$ cat src/rtl/demux8_deser.sv
// 1:8 serial-to-byte deserializer: a 3-bit index steers each accepted bit into a
// shadow byte, and completed bytes are presented on a valid/ready output.
module demux8_deser #(
    parameter int MSB_FIRST = 0
) (
    input  logic       clk,
    input  logic       rst,
    input  logic       clear,
    input  logic       in_valid,
    input  logic       in_bit,
    output logic       in_ready,
    output logic       out_valid,
    input  logic       out_ready,
    output logic [7:0] out_data,
    output logic [2:0] idx,
    output logic       busy
);

    localparam logic [1:0] IDLE    = 2'b00;
    localparam logic [1:0] COLLECT = 2'b01;
    localparam logic [1:0] HOLD    = 2'b10;

    logic [1:0] state_q, state_d;
    logic [2:0] idx_q, idx_d;
    logic [7:0] shadow_q, shadow_d;
    logic [7:0] out_data_q, out_data_d;
    logic       out_valid_q, out_valid_d;

    logic       accept;
    logic [2:0] pos;
    logic [7:0] merged;

    // While a byte is held, input flow is gated by the consumer so no bit is lost.
    assign in_ready  = (state_q == HOLD) ? out_ready : 1'b1;
    assign accept    = in_valid && in_ready;
    assign pos       = (MSB_FIRST != 0) ? (3'd7 - idx_q) : idx_q;
    assign out_valid = out_valid_q;
    assign out_data  = out_data_q;
    assign idx       = idx_q;
    assign busy      = (state_q != IDLE);

    always_comb begin
        merged      = shadow_q;
        merged[pos] = in_bit;
    end

    always_comb begin
        // NOTE: every signal gets a default first so no path leaves one unassigned (no latches).
        state_d     = state_q;
        idx_d       = idx_q;
        shadow_d    = shadow_q;
        out_data_d  = out_data_q;
        out_valid_d = out_valid_q;

        case (state_q)
            IDLE: begin
                if (accept) begin
                    shadow_d = merged;
                    idx_d    = 3'd1;
                    state_d  = COLLECT;
                end
            end
            COLLECT: begin
                if (accept) begin
                    if (idx_q == 3'd7) begin
                        out_data_d  = merged;
                        out_valid_d = 1'b1;
                        shadow_d    = 8'h00;
                        idx_d       = 3'd0;
                        state_d     = HOLD;
                    end else begin
                        shadow_d = merged;
                        idx_d    = idx_q + 3'd1;
                    end
                end
            end
            HOLD: begin
                if (out_ready) begin
                    out_valid_d = 1'b0;
                    if (in_valid) begin
                        // Back-to-back frame: idx is already 0 and shadow already cleared.
                        shadow_d = merged;
                        idx_d    = 3'd1;
                        state_d  = COLLECT;
                    end else begin
                        state_d = IDLE;
                    end
                end
            end
            default: begin
                state_d     = IDLE;
                idx_d       = 3'd0;
                shadow_d    = 8'h00;
                out_valid_d = 1'b0;
            end
        endcase

        // Abort wins over any accept or handshake in the same cycle; out_data is kept.
        if (clear) begin
            state_d     = IDLE;
            idx_d       = 3'd0;
            shadow_d    = 8'h00;
            out_valid_d = 1'b0;
        end
    end

    always_ff @(posedge clk or posedge rst) begin
        if (rst) begin
            // NOTE: sequential state uses non-blocking assignments so all flops update together.
            state_q     <= IDLE;
            idx_q       <= 3'd0;
            shadow_q    <= 8'h00;
            out_data_q  <= 8'h00;
            out_valid_q <= 1'b0;
        end else begin
            state_q     <= state_d;
            idx_q       <= idx_d;
            shadow_q    <= shadow_d;
            out_data_q  <= out_data_d;
            out_valid_q <= out_valid_d;
        end
    end

endmodule

$ cat config.mk
export PLATFORM = sky130hd
export DESIGN_NAME = demux8_deser
export DESIGN_NICKNAME = d
export VERILOG_FILES = /design/src/rtl/demux8_deser.sv
export SDC_FILE = /design/constraint.sdc
export NUM_CORES = 1
export LEC_CHECK = 0
export CAP_MARGIN = 20
export CORE_ASPECT_RATIO = 1.5
export CORE_UTILIZATION = 46
export CTS_CLUSTER_SIZE = 14
export DETAILED_ROUTE_END_ITERATION = 16
export PLACE_DENSITY = 0.74
export SLEW_MARGIN = 20
export SYNTH_ARGS = -nofsm -noshare
export SYNTH_HDL_FRONTEND = slang
export SYNTH_SLANG_ARGS = --single-unit
$ cat constraint.sdc
create_clock -name clk -period 1.5 [get_ports clk]
set_input_delay 0.15 -clock clk [delete_from_list [all_inputs] [get_ports clk]]
set_output_delay 0.15 -clock clk [all_outputs]
set_load 0.05 [all_outputs]
==> results_tabular.tex, run 1 <==
\begin{tabular}{lr}
\hline
Metric & Value \\
\hline
\multicolumn{2}{l}{\textbf{Drt}} \\
DRC errors left & 0 \\
Detailed-route wire length per cell & 15.3 µm \\
Antenna-violating nets left & 0 \\
Detailed-route wire length & 2260 µm \\
Average vias per placed instance & 5.67 \\
Initial DRC count & 11 \\
Initial DRT Pass Iterations & 3 \\
Vias post-DR & 839 \\
\multicolumn{2}{l}{\textbf{STA}} \\
Worst-case clock skew & 2.11 ps \\
Final Max Slew Viols & 0 \\
Setup repair after global routing missed its margin & no \\
Number of failing hold endpoints at the final stage & 0 \\
Minimum period implied by the final worst setup slack & 1460 ps \\
Aggregate negative setup slack & 0 ps \\
Maximum clock rate & 686 MHz \\
Least-Margin Pin Slew & 292 ps \\
Max-slew headroom & 0.805 \\
Count of endpoints failing setup in the final report & 0 \\
Fraction of the cycle the final worst path needs & 0.972 \\
\multicolumn{2}{l}{\textbf{Floorplanning}} \\
Die outline width & 42.1 µm \\
Area of the die & 2620 µm² \\
Effective utilization at floorplan & 0.491 \\
Core Region & 2260 µm² \\
Ports placed on the boundary & 20 \\
Std cell rows & 21 \\
Height of the die & 62.2 µm \\
\multicolumn{2}{l}{\textbf{Clock tree}} \\
Clock Sink Count & 22 \\
Clk buf depth & 2 \\
Total clock buffers created by CTS & 3 \\
Count of hold-fix buffers inserted at cts & 0 \\
Clock insertion delay at the later pin of the skew report & 310 ps \\
Clock transition at the registers of the reported paths & 120 ps \\
H-Tree Level Count & 1 \\
CTS tree & built \\
Root Buffer & clkbuf\_4 \\
\multicolumn{2}{l}{\textbf{Cells and area}} \\
Area growth from synthesis to final layout & 31.8\% \\
Fraction of layout instances using a drive strength above 1 & 0.368 \\
Layout net count & 134 \\
\# diodes & 0 \\
\multicolumn{2}{l}{\textbf{Yosys}} \\
Post-synthesis compound-gate area fraction & 0.145 \\
Number of distinct library cell variants in the gate-level netlist after synthesis & 32 \\
Parity-gate share of the synthesized area counting xor and xnor cells & 0 \\
Number of enable-type register cells in the synthesized netlist & 0 \\
Post-synth design cell area & 1110 µm² \\
Synthesized-area fraction occupied by and/or/nand/nor cells & 0.169 \\
Most common cell in the netlist & dfrtp\_1 \\
Yosys top cell area share & 0.496 \\
Total of warnings raised by yosys & 0 \\
Top post-synthesis cells by count & 22 x dfrtp\_1, 10 x nand2\_1, 8 x mux2i\_1, 8 x o2bb2ai\_1, 5 x o21ai\_0 \\
Area contributors post-synth & dfrtp\_1 50\%, mux2i\_1 7.2\%, o2bb2ai\_1 6.3\% \\
Synthesized Nets & 106 \\
Number of instances in the synthesized netlist & 98 \\
Primary flip-flop cell chosen by synthesis mapping & dfrtp\_1 \\
Portion of netlist area occupied by mux cells & 0.109 \\
Asr flop ratio synth & 1.00 \\
Adder and majority cell fraction of the synthesized area & 0.0225 \\
Proportion of synthesized chip area in sequential cells & 0.496 \\
Number of synthesized register bits & 22 \\
Combinational family with the most area after synthesis & simple AND/OR/NAND/NOR gates \\
Largest area contributor in the netlist & dfrtp\_1 \\
Post-Syn Area per Cell & 11.3 µm² \\
\multicolumn{2}{l}{\textbf{Setup path}} \\
Nature of the critical path startpoint & register \\
Critical path's slowest cell & dfrtp\_1 \\
Worst reg2reg path depth & 4 \\
Most numerous cell on the critical path & buf\_4 \\
Crit path from & state\_q[0] \\
Critical path, cell by cell & buf\_4, a221oi\_4, buf\_4, mux2\_4 \\
Critical path type & register to register \\
Endpoint of the worst register-to-register path & idx[2] \\
Arrival time reported for the critical path endpoint & 1660 ps \\
Max FO, Critical Path & 3 \\
End of the critical path & idx[2] \\
Reg2Reg Launch Point & state\_q[0] \\
Data required time at the worst endpoint & 1700 ps \\
Nature of the critical path endpoint & register \\
Total stage count of the critical path & 4 \\
Minimum setup slack among reg-to-reg paths & 40 ps \\
CP top delay family & flip-flops \\
Buffering stage count on the worst path with inverters included & 2 \\
Max stage delay on crit path & 410 ps \\
\multicolumn{2}{l}{\textbf{Global route}} \\
Layer carrying the most global-route usage & met2 \\
Aggregate global-route resource usage & 0.192 \\
Remaining global-route overflow & 0 \\
Number of antenna violations at the first check in global routing & 0 \\
Vias in the first global route & 910 \\
Met1 usage in global routing & 0.198 \\
First-pass GRT wire length & 3870 µm \\
Pin count of the biggest net entering global routing & 23 \\
Met3 Resource Use GR & 0.0203 \\
Grt met2 use & 0.367 \\
\multicolumn{2}{l}{\textbf{Status}} \\
Result of the run & finished, final reports clean \\
\multicolumn{2}{l}{\textbf{Run}} \\
Count of max-cap constraint violations & 0 \\
\multicolumn{2}{l}{\textbf{Placement}} \\
Port buffer count & 19 \\
DPL Wire Length & 1650 µm \\
GPL Wtd Cong & 0.765 \\
\multicolumn{2}{l}{\textbf{Min path}} \\
Worst hold-check path type & primary input to asynchronous set/reset pin \\
\multicolumn{2}{l}{\textbf{Power}} \\
Total power consumption of the routed design & 1.14 mW \\
Pwr per Cell Area & 776 nW/µm² \\
Static Leakage & 0.673 nW \\
Worst vdd rail ir drop & 525 µV \\
\hline
\end{tabular}
## worst min-delay path by stage
stage | cells past startpoint | slack (ps) | endpoint
after CTS | 3 | 170 | out_data[7]
after floorplan | 1 | 140 | out_data[0]
after global routing | 3 | 210 | shadow_q[7]
after detailed placement | 2 | 470 | out_data[3]
final | 3 | 160 | idx[1]
after global placement | 1 | 470 | shadow_q[7]
## where the power goes
group	total, mW	switching (mW)	internal (mW)
registers	0.613	0.00821	0.605
clock network	0.327	0.179	0.148
logic	0.196	0.104	0.0920
total	1.14	0.291	0.845
## flip-flops by register name, indices dropped and copies added (netlist names)
| register | count |
|---|---|
| state_q | 2 |
| shadow_q | 8 |
| out_data | 8 |
| idx | 3 |
| out_valid | 1 |
## cell type report
type	count	area, µm²
clock buffer	4	36.3
fill	168	797
inverter	1	3.75
multi-input combinational	67	536
sequential	22	556
tap	23	28.8
timing repair buffer	31	303
## logic make-up (layout without fill, tap and decap cells)
kind of cell / after synthesis / count (layout)
and+or+nand+nor: 31 / 31
AOI/OAI and AO/OA: 23 / 23
DFF: 22 / 22
muxes: 11 / 11
buffers and inverters: 9 / 36
adders and majority gates: 2 / 2
## layer usage
layer | up-vias | wire [µm]
met5 | - | 0
met4 | 0 | 44
met3 | 5 | 46
met2 | 12 | 1240
met1 | 413 | 931
li1 | 409 | -
## what timing repair did
item,4_1_cts,5_1_grt
resized for setup,0,8
buffers inserted,1,0
pin swaps,0,1
endpoints found under the setup margin,2,11
## worst min-delay path: cells and delay by family
kind | cells | cell delay (ps)
buf+inv | 3 | 720
## stage by stage
stage / cell area [µm²] / std cells / setup WS (ps) / hold WS (ps) / utilization
global route: 1460 / 148 / 7.15 / 210 / 0.647
finish: 1460 / 148 / 42.0 / 161 / 0.647
floorplan: 1120 / 98 / -31.3 / 139 / -
CTS: 1420 / 148 / 5.65 / 169 / 0.628
detailed placement: 1380 / 143 / -171 / 473 / 0.609
global placement: 1380 / 143 / -129 / 470 / 0.609
## cell usage in the layout, fill, tap and decap left out, types with 3 or more instances in the layout
cell / netlist / routed
buf_4: 1 / 20
nand3b_1: 3 / 3
nor3b_1: 3 / 3
o21ai_1: 3 / 3
mux2i_1: 8 / 8
clkbuf_4: 0 / 3
a21oi_1: 4 / 3
dfrtp_2: 0 / 4
dfrtp_1: 22 / 18
buf_12: 0 / 4
o2bb2ai_1: 8 / 8
nand2_1: 10 / 10
o21ai_0: 5 / 5
clkdlybuf4s50_1: 0 / 5
Power figures use the tool's default switching activity.
==> run 2: changes to the inputs <==
--- a/config.mk
+++ b/config.mk
@@ -6,11 +6,14 @@
 export NUM_CORES = 1
 export LEC_CHECK = 0
 export CAP_MARGIN = 20
+export CELL_PAD_IN_SITES_DETAIL_PLACEMENT = 1
+export CELL_PAD_IN_SITES_GLOBAL_PLACEMENT = 1
 export CORE_ASPECT_RATIO = 1.5
-export CORE_UTILIZATION = 46
+export CORE_UTILIZATION = 36
 export CTS_CLUSTER_SIZE = 14
 export DETAILED_ROUTE_END_ITERATION = 16
-export PLACE_DENSITY = 0.74
+export GPL_TIMING_DRIVEN = 0
+export PLACE_DENSITY_LB_ADDON = 0.1
 export SLEW_MARGIN = 20
 export SYNTH_ARGS = -nofsm -noshare
 export SYNTH_HDL_FRONTEND = slang
==> run 2 against run 1 <==
  * Sequential power is essentially flat
  * Via count grew 0.48%
  * Die area rose by 27%
  * Combinational power decreased by 13%
  * Critical endpoint is now shadow_q[2]
  * Largest cell class unchanged
  * Largest power group unchanged
==> results_tabular.tex, run 2 (same netlist as run 1, synthesis figures left out) <==
\begin{tabular}{lr}
\hline
Metric & Value \\
\hline
\multicolumn{2}{l}{\textbf{Setup path}} \\
Minimum setup slack among reg-to-reg paths & 1 ps (was 40 ps) \\
Critical path type & register to register (unchanged) \\
Arrival time reported for the critical path endpoint & 1680 ps (was 1660 ps) \\
Data required time at the worst endpoint & 1690 ps (was 1700 ps) \\
Worst reg2reg path depth & 5 (was 4) \\
Max FO, Critical Path & 8 (was 3) \\
Reg2Reg Launch Point & idx[0] (was state\_q[0]) \\
Nature of the critical path endpoint & register (unchanged) \\
Endpoint of the worst register-to-register path & shadow\_q[2] (was idx[2]) \\
Nature of the critical path startpoint & register (unchanged) \\
\multicolumn{2}{l}{\textbf{STA}} \\
Aggregate negative setup slack & 0 ps (unchanged) \\
Number of failing hold endpoints at the final stage & 0 (unchanged) \\
Worst-case clock skew & 6.48 ps (was 2.11 ps) \\
Maximum clock rate & 667 MHz (was 686 MHz) \\
Least-Margin Pin Slew & 848 ps (was 292 ps) \\
Fraction of the cycle the final worst path needs & 0.999 (was 0.972) \\
Count of endpoints failing setup in the final report & 0 (unchanged) \\
Setup repair after global routing missed its margin & yes (was no) \\
Max-slew headroom & 0.434 (was 0.805) \\
Minimum period implied by the final worst setup slack & 1500 ps (was 1460 ps) \\
Worst hold slack & 351 ps (was 161 ps) \\
Final Max Slew Viols & 0 (unchanged) \\
\multicolumn{2}{l}{\textbf{Cells and area}} \\
\# diodes & 0 (unchanged) \\
Final Core Density & 0.497 (was 0.647) \\
Fillcell total & 335 (was 168) \\
Commonest cells after routing, fill and taps aside & 19 x dfrtp\_1, 12 x dlygate4sd2\_1, 10 x nand2\_1 (was 20 x buf\_4, 18 x dfrtp\_1, 10 x nand2\_1) \\
Most common library cell in the layout ignoring fill and taps & dfrtp\_1 (was buf\_4) \\
Area growth from synthesis to final layout & 30.6\% (was 31.8\%) \\
Fraction of layout instances using a drive strength above 1 & 0.242 (was 0.368) \\
Layout net count & 133 (was 134) \\
\multicolumn{2}{l}{\textbf{Clock tree}} \\
H-Tree Level Count & 1 (unchanged) \\
Root Buffer & clkbuf\_8 (was clkbuf\_4) \\
Count of hold-fix buffers inserted at cts & 0 (unchanged) \\
Clock transition at the registers of the reported paths & 80 ps (was 120 ps) \\
CTS tree & built (unchanged) \\
Clk buf depth & 2 (unchanged) \\
Clock insertion delay at the later pin of the skew report & 270 ps (was 310 ps) \\
Total clock buffers created by CTS & 3 (unchanged) \\
Clock Sink Count & 22 (unchanged) \\
\multicolumn{2}{l}{\textbf{Drt}} \\
Initial DRT Pass Iterations & 4 (was 3) \\
Initial DRC count & 10 (was 11) \\
DRC errors left & 0 (unchanged) \\
Detailed-route wire length & 2640 µm (was 2260 µm) \\
Antenna-violating nets left & 0 (unchanged) \\
Detailed-route wire length per cell & 16.2 µm (was 15.3 µm) \\
Vias post-DR & 843 (was 839) \\
Average vias per placed instance & 5.17 (was 5.67) \\
\multicolumn{2}{l}{\textbf{Floorplanning}} \\
Height of the die & 70 µm (was 62.2 µm) \\
Ports placed on the boundary & 20 (unchanged) \\
Effective utilization at floorplan & 0.381 (was 0.491) \\
Area of the die & 3310 µm² (was 2620 µm²) \\
Die outline width & 47.3 µm (was 42.1 µm) \\
Core Region & 2910 µm² (was 2260 µm²) \\
Std cell rows & 24 (was 21) \\
\multicolumn{2}{l}{\textbf{Placement}} \\
GPL Wtd Cong & 0.732 (was 0.765) \\
Port buffer count & 18 (was 19) \\
DPL Wire Length & 1850 µm (was 1650 µm) \\
\multicolumn{2}{l}{\textbf{Min path}} \\
Worst hold-check path type & primary input to asynchronous set/reset pin (unchanged) \\
\multicolumn{2}{l}{\textbf{Power}} \\
Worst vdd rail ir drop & 651 µV (was 525 µV) \\
Total power consumption of the routed design & 1.22 mW (was 1.14 mW) \\
Static Leakage & 0.702 nW (was 0.673 nW) \\
Pwr per Cell Area & 840 nW/µm² (was 776 nW/µm²) \\
\multicolumn{2}{l}{\textbf{Global route}} \\
Remaining global-route overflow & 0 (unchanged) \\
Number of antenna violations at the first check in global routing & 0 (unchanged) \\
First-pass GRT wire length & 4220 µm (was 3870 µm) \\
Aggregate global-route resource usage & 0.184 (was 0.192) \\
Vias in the first global route & 837 (was 910) \\
Pin count of the biggest net entering global routing & 23 (unchanged) \\
\multicolumn{2}{l}{\textbf{Status}} \\
Result of the run & finished, final reports clean (unchanged) \\
\multicolumn{2}{l}{\textbf{Run}} \\
Count of max-cap constraint violations & 0 (unchanged) \\
\hline
\end{tabular}
==> run 2: cell count changes in the layout (fill, tap and decap cells not counted), sizes merged <==
cell	previous run	this run
clkbuf	4	5
buf	26	13
clkdlybuf4s50	5	4
dlygate4sd2	0	12
==> run 2: worst max path at each step <==
stage / slack [ps] / endpoint / startpoint / cells past startpoint
global route: -70 / shadow_q[7] / idx[0] / 5
detailed placement: -250 / in_ready / out_ready / 4
CTS: -90 / in_ready / state_q[0] / 4
finish: 1 / shadow_q[2] / idx[0] / 5
global placement: -250 / in_ready / out_ready / 4
floorplan: -30 / out_data[0] / idx[0] / 6
==> run 2: worst max-delay path, stage by stage, from the launching register on <==
cell       delay [ps]
dfrtp_2           430
ha_2              190
ha_2              200
a21oi_1           280
o21ai_4           140
o2bb2ai_1         190
==> run 2: metrics by stage <==
stage               setup WS (ps)  instance area [µm²]  instances
floorplan                   -31.3                 1120         98
global placement             -245                 1350        155
detailed placement           -253                 1350        155
CTS                         -92.5                 1390        159
global route                -71.2                 1450        163
finish                       1.35                 1450        163
==> run 2: report_power, final <==
part	internal (mW)	switching (mW)	total [mW]
logic	0.0700	0.100	0.170
clock network	0.234	0.200	0.435
registers	0.604	0.00756	0.612
total	0.909	0.308	1.22
==> run 2: timing repair <==
action / in CTS / in global routing
endpoints found under the setup margin: 24 / 21
setup buffers: 0 / 4
resized for setup: 20 / 11
==> run 2: layout make-up <==
cell class,instances,area [µm²],area share
plain buffers,8,68.8,0.0475
clock buffers,4,55.1,0.0380
inverters,1,3.75,0.00259
multi-input cells,67,528,0.364
flip-flops and latches,22,554,0.383
well taps,39,48.8,0.0337
repair buffers,22,190,0.131
==> run 2: per-layer routing <==
| metal | track usage | routed length (µm) | vias to the layer above |
|---|---|---|---|
| met5 | 0 | 0 | - |
| met3 | 0.0310 | 61 | 4 |
| li1 | - | - | 403 |
| met4 | 0.0857 | 46 | 0 |
| met1 | 0.234 | 1120 | 423 |
| met2 | 0.289 | 1410 | 13 |
==> run 3: changes to the inputs <==
--- a/config.mk
+++ b/config.mk
@@ -14,6 +14,7 @@
 export DETAILED_ROUTE_END_ITERATION = 16
 export GPL_TIMING_DRIVEN = 0
 export PLACE_DENSITY_LB_ADDON = 0.1
+export SKIP_CTS_REPAIR_TIMING = 1
 export SLEW_MARGIN = 20
 export SYNTH_ARGS = -nofsm -noshare
 export SYNTH_HDL_FRONTEND = slang
==> run 3 against run 2 <==
  * The run now ends with negative setup slack left
  * Flip-flop and latch count did not move
  * Final cell count fell by 1.8%
  * Largest cell class unchanged
  * Clock power fell by 1%
  * Combinational power fell by 2%
  * Routed wire length rose by 1.6%
  * Final area rose by 0.86%
  * Setup slack got worse by 32 ps
  * Register-to-register slack got worse by 30 ps
==> results_tabular.tex, run 3 (same netlist as run 1, synthesis figures left out) <==
\begin{tabular}{lr}
\hline
Metric & Value \\
\hline
\multicolumn{2}{l}{\textbf{Cells and area}} \\
Filler-free cell count of the finished design & 160 (was 163) \\
Final design area excluding fillers & 1460 µm² (was 1450 µm²) \\
Fillcell total & 334 (was 335) \\
Final Core Density & 0.502 (was 0.497) \\
Fraction of layout instances using a drive strength above 1 & 0.223 (was 0.242) \\
Area growth from synthesis to final layout & 31.7\% (was 30.6\%) \\
Commonest cells after routing, fill and taps aside & 19 x dfrtp\_1, 12 x dlymetal6s2s\_1, 10 x nand2\_1 (was 19 x dfrtp\_1, 12 x dlygate4sd2\_1, 10 x nand2\_1) \\
\# diodes & 0 (unchanged) \\
Layout net count & 130 (was 133) \\
Most common library cell in the layout ignoring fill and taps & dfrtp\_1 (unchanged) \\
\multicolumn{2}{l}{\textbf{Setup path}} \\
CP top delay family & compound AO/OA/AOI/OAI gates (unchanged) \\
Arrival time reported for the critical path endpoint & 1720 ps (was 1680 ps) \\
Nature of the critical path endpoint & register (unchanged) \\
Max stage delay on crit path & 430 ps (about the same) \\
Buffering stage count on the worst path with inverters included & 0 (unchanged) \\
Critical path's slowest cell & dfrtp\_2 (unchanged) \\
Critical path type & register to register (unchanged) \\
Data required time at the worst endpoint & 1690 ps (about the same) \\
Critical path, cell by cell & ha\_2, ha\_2, a21oi\_1, o21ai\_4, o2bb2ai\_1 (unchanged) \\
Most numerous cell on the critical path & ha\_2 (unchanged) \\
Total stage count of the critical path & 5 (unchanged) \\
Max FO, Critical Path & 8 (unchanged) \\
Nature of the critical path startpoint & register (unchanged) \\
Worst reg2reg path depth & 5 (unchanged) \\
\multicolumn{2}{l}{\textbf{STA}} \\
Maximum clock rate & 654 MHz (was 667 MHz) \\
Max-slew headroom & 0.427 (was 0.434) \\
Aggregate negative setup slack & -93.4 ps (was 0 ps) \\
Worst-case setup margin in the final layout & -30.2 ps (was 1.35 ps) \\
Least-Margin Pin Slew & 858 ps (was 848 ps) \\
Fraction of the cycle the final worst path needs & 1.02 (was 0.999) \\
Minimum period implied by the final worst setup slack & 1530 ps (was 1500 ps) \\
Final Max Slew Viols & 0 (unchanged) \\
Count of endpoints failing setup in the final report & 8 (was 0) \\
Worst hold slack & 359 ps (was 351 ps) \\
Number of failing hold endpoints at the final stage & 0 (unchanged) \\
Worst-case clock skew & 4.98 ps (was 6.48 ps) \\
Setup repair after global routing missed its margin & yes (unchanged) \\
\multicolumn{2}{l}{\textbf{Global route}} \\
First-pass GRT wire length & 4240 µm (was 4220 µm) \\
Remaining global-route overflow & 0 (unchanged) \\
Aggregate global-route resource usage & 0.184 (about the same) \\
Pin count of the biggest net entering global routing & 23 (unchanged) \\
Vias in the first global route & 838 (was 837) \\
Number of antenna violations at the first check in global routing & 0 (unchanged) \\
\multicolumn{2}{l}{\textbf{Drt}} \\
Detailed-route wire length per cell & 16.7 µm (was 16.2 µm) \\
Initial DRT Pass Iterations & 4 (unchanged) \\
Initial DRC count & 15 (was 10) \\
Antenna-violating nets left & 0 (unchanged) \\
DRC errors left & 0 (unchanged) \\
Detailed-route wire length & 2680 µm (was 2640 µm) \\
Average vias per placed instance & 5.25 (was 5.17) \\
Vias post-DR & 840 (was 843) \\
\multicolumn{2}{l}{\textbf{Floorplanning}} \\
Ports placed on the boundary & 20 (unchanged) \\
Core Region & 2910 µm² (unchanged) \\
Height of the die & 70 µm (unchanged) \\
Effective utilization at floorplan & 0.381 (unchanged) \\
Std cell rows & 24 (unchanged) \\
Area of the die & 3310 µm² (unchanged) \\
Die outline width & 47.3 µm (unchanged) \\
\multicolumn{2}{l}{\textbf{Placement}} \\
Number of instances in the placed design & 155 (unchanged) \\
GPL Wtd Cong & 0.732 (unchanged) \\
DPL Wire Length & 1850 µm (unchanged) \\
Placed standard-cell area & 1350 µm² (unchanged) \\
Setup slack at placement & -253 ps (unchanged) \\
Port buffer count & 18 (unchanged) \\
\multicolumn{2}{l}{\textbf{Run}} \\
Count of max-cap constraint violations & 0 (unchanged) \\
\multicolumn{2}{l}{\textbf{Clock tree}} \\
Clock Sink Count & 22 (unchanged) \\
Clk buf depth & 2 (unchanged) \\
CTS tree & built (unchanged) \\
Clock insertion delay at the later pin of the skew report & 270 ps (about the same) \\
H-Tree Level Count & 1 (unchanged) \\
Clock transition at the registers of the reported paths & 80 ps (about the same) \\
Root Buffer & clkbuf\_8 (unchanged) \\
Total clock buffers created by CTS & 3 (unchanged) \\
\multicolumn{2}{l}{\textbf{Power}} \\
Worst vdd rail ir drop & 641 µV (was 651 µV) \\
Pwr per Cell Area & 827 nW/µm² (was 840 nW/µm²) \\
Static Leakage & 0.836 nW (was 0.702 nW) \\
Total power consumption of the routed design & 1.21 mW (was 1.22 mW) \\
\multicolumn{2}{l}{\textbf{Status}} \\
Failing checks & negative setup slack \\
Result of the run & finished, violations left (was finished, final reports clean) \\
\multicolumn{2}{l}{\textbf{Min path}} \\
Worst hold-check path type & primary input to asynchronous set/reset pin (unchanged) \\
\hline
\end{tabular}
## run 3: cell count changes in the layout (fill, tap and decap cells not counted), sizes merged
cell	delta
dlygate4sd2	-12
dlymetal6s2s	+12
buf	-3
## run 3: final timing paths
check,startpoint,to,slack (ps)
worst min-delay path,rst,shadow_q[4],360
worst min register to register,out_data[2],out_data[2],490
max in group asynchronous,rst,idx[2],560
worst max-delay path,idx[0],shadow_q[2],-30
worst max register to register,idx[0],shadow_q[2],-30
min in group clk,in_bit,shadow_q[3],400
## run 3: final cells by class
cell class                 instances  area, µm²  share of cell area
tap                               39       48.8              0.0334
sequential                        22        554               0.379
inverter                           1       3.75             0.00257
timing repair buffer              19        214               0.146
clock buffer                       4       55.1              0.0377
multi-input combinational         67        517               0.354
buffer                             8       68.8              0.0471
## run 3: metal layers
layer  track usage  share of wire  up-vias
met3        0.0336          0.019        4
met4        0.0857          0.017        0
met5             0              0        -
met1         0.234           0.43      425
met2         0.289           0.53       11
li1              -              -      400
## run 3: power by group
group	total, mW	internal (mW)	switching [mW]	leakage [nW]
clock network	0.430	0.234	0.196	0.0288
registers	0.612	0.604	0.00790	0.299
logic	0.166	0.0676	0.0985	0.509
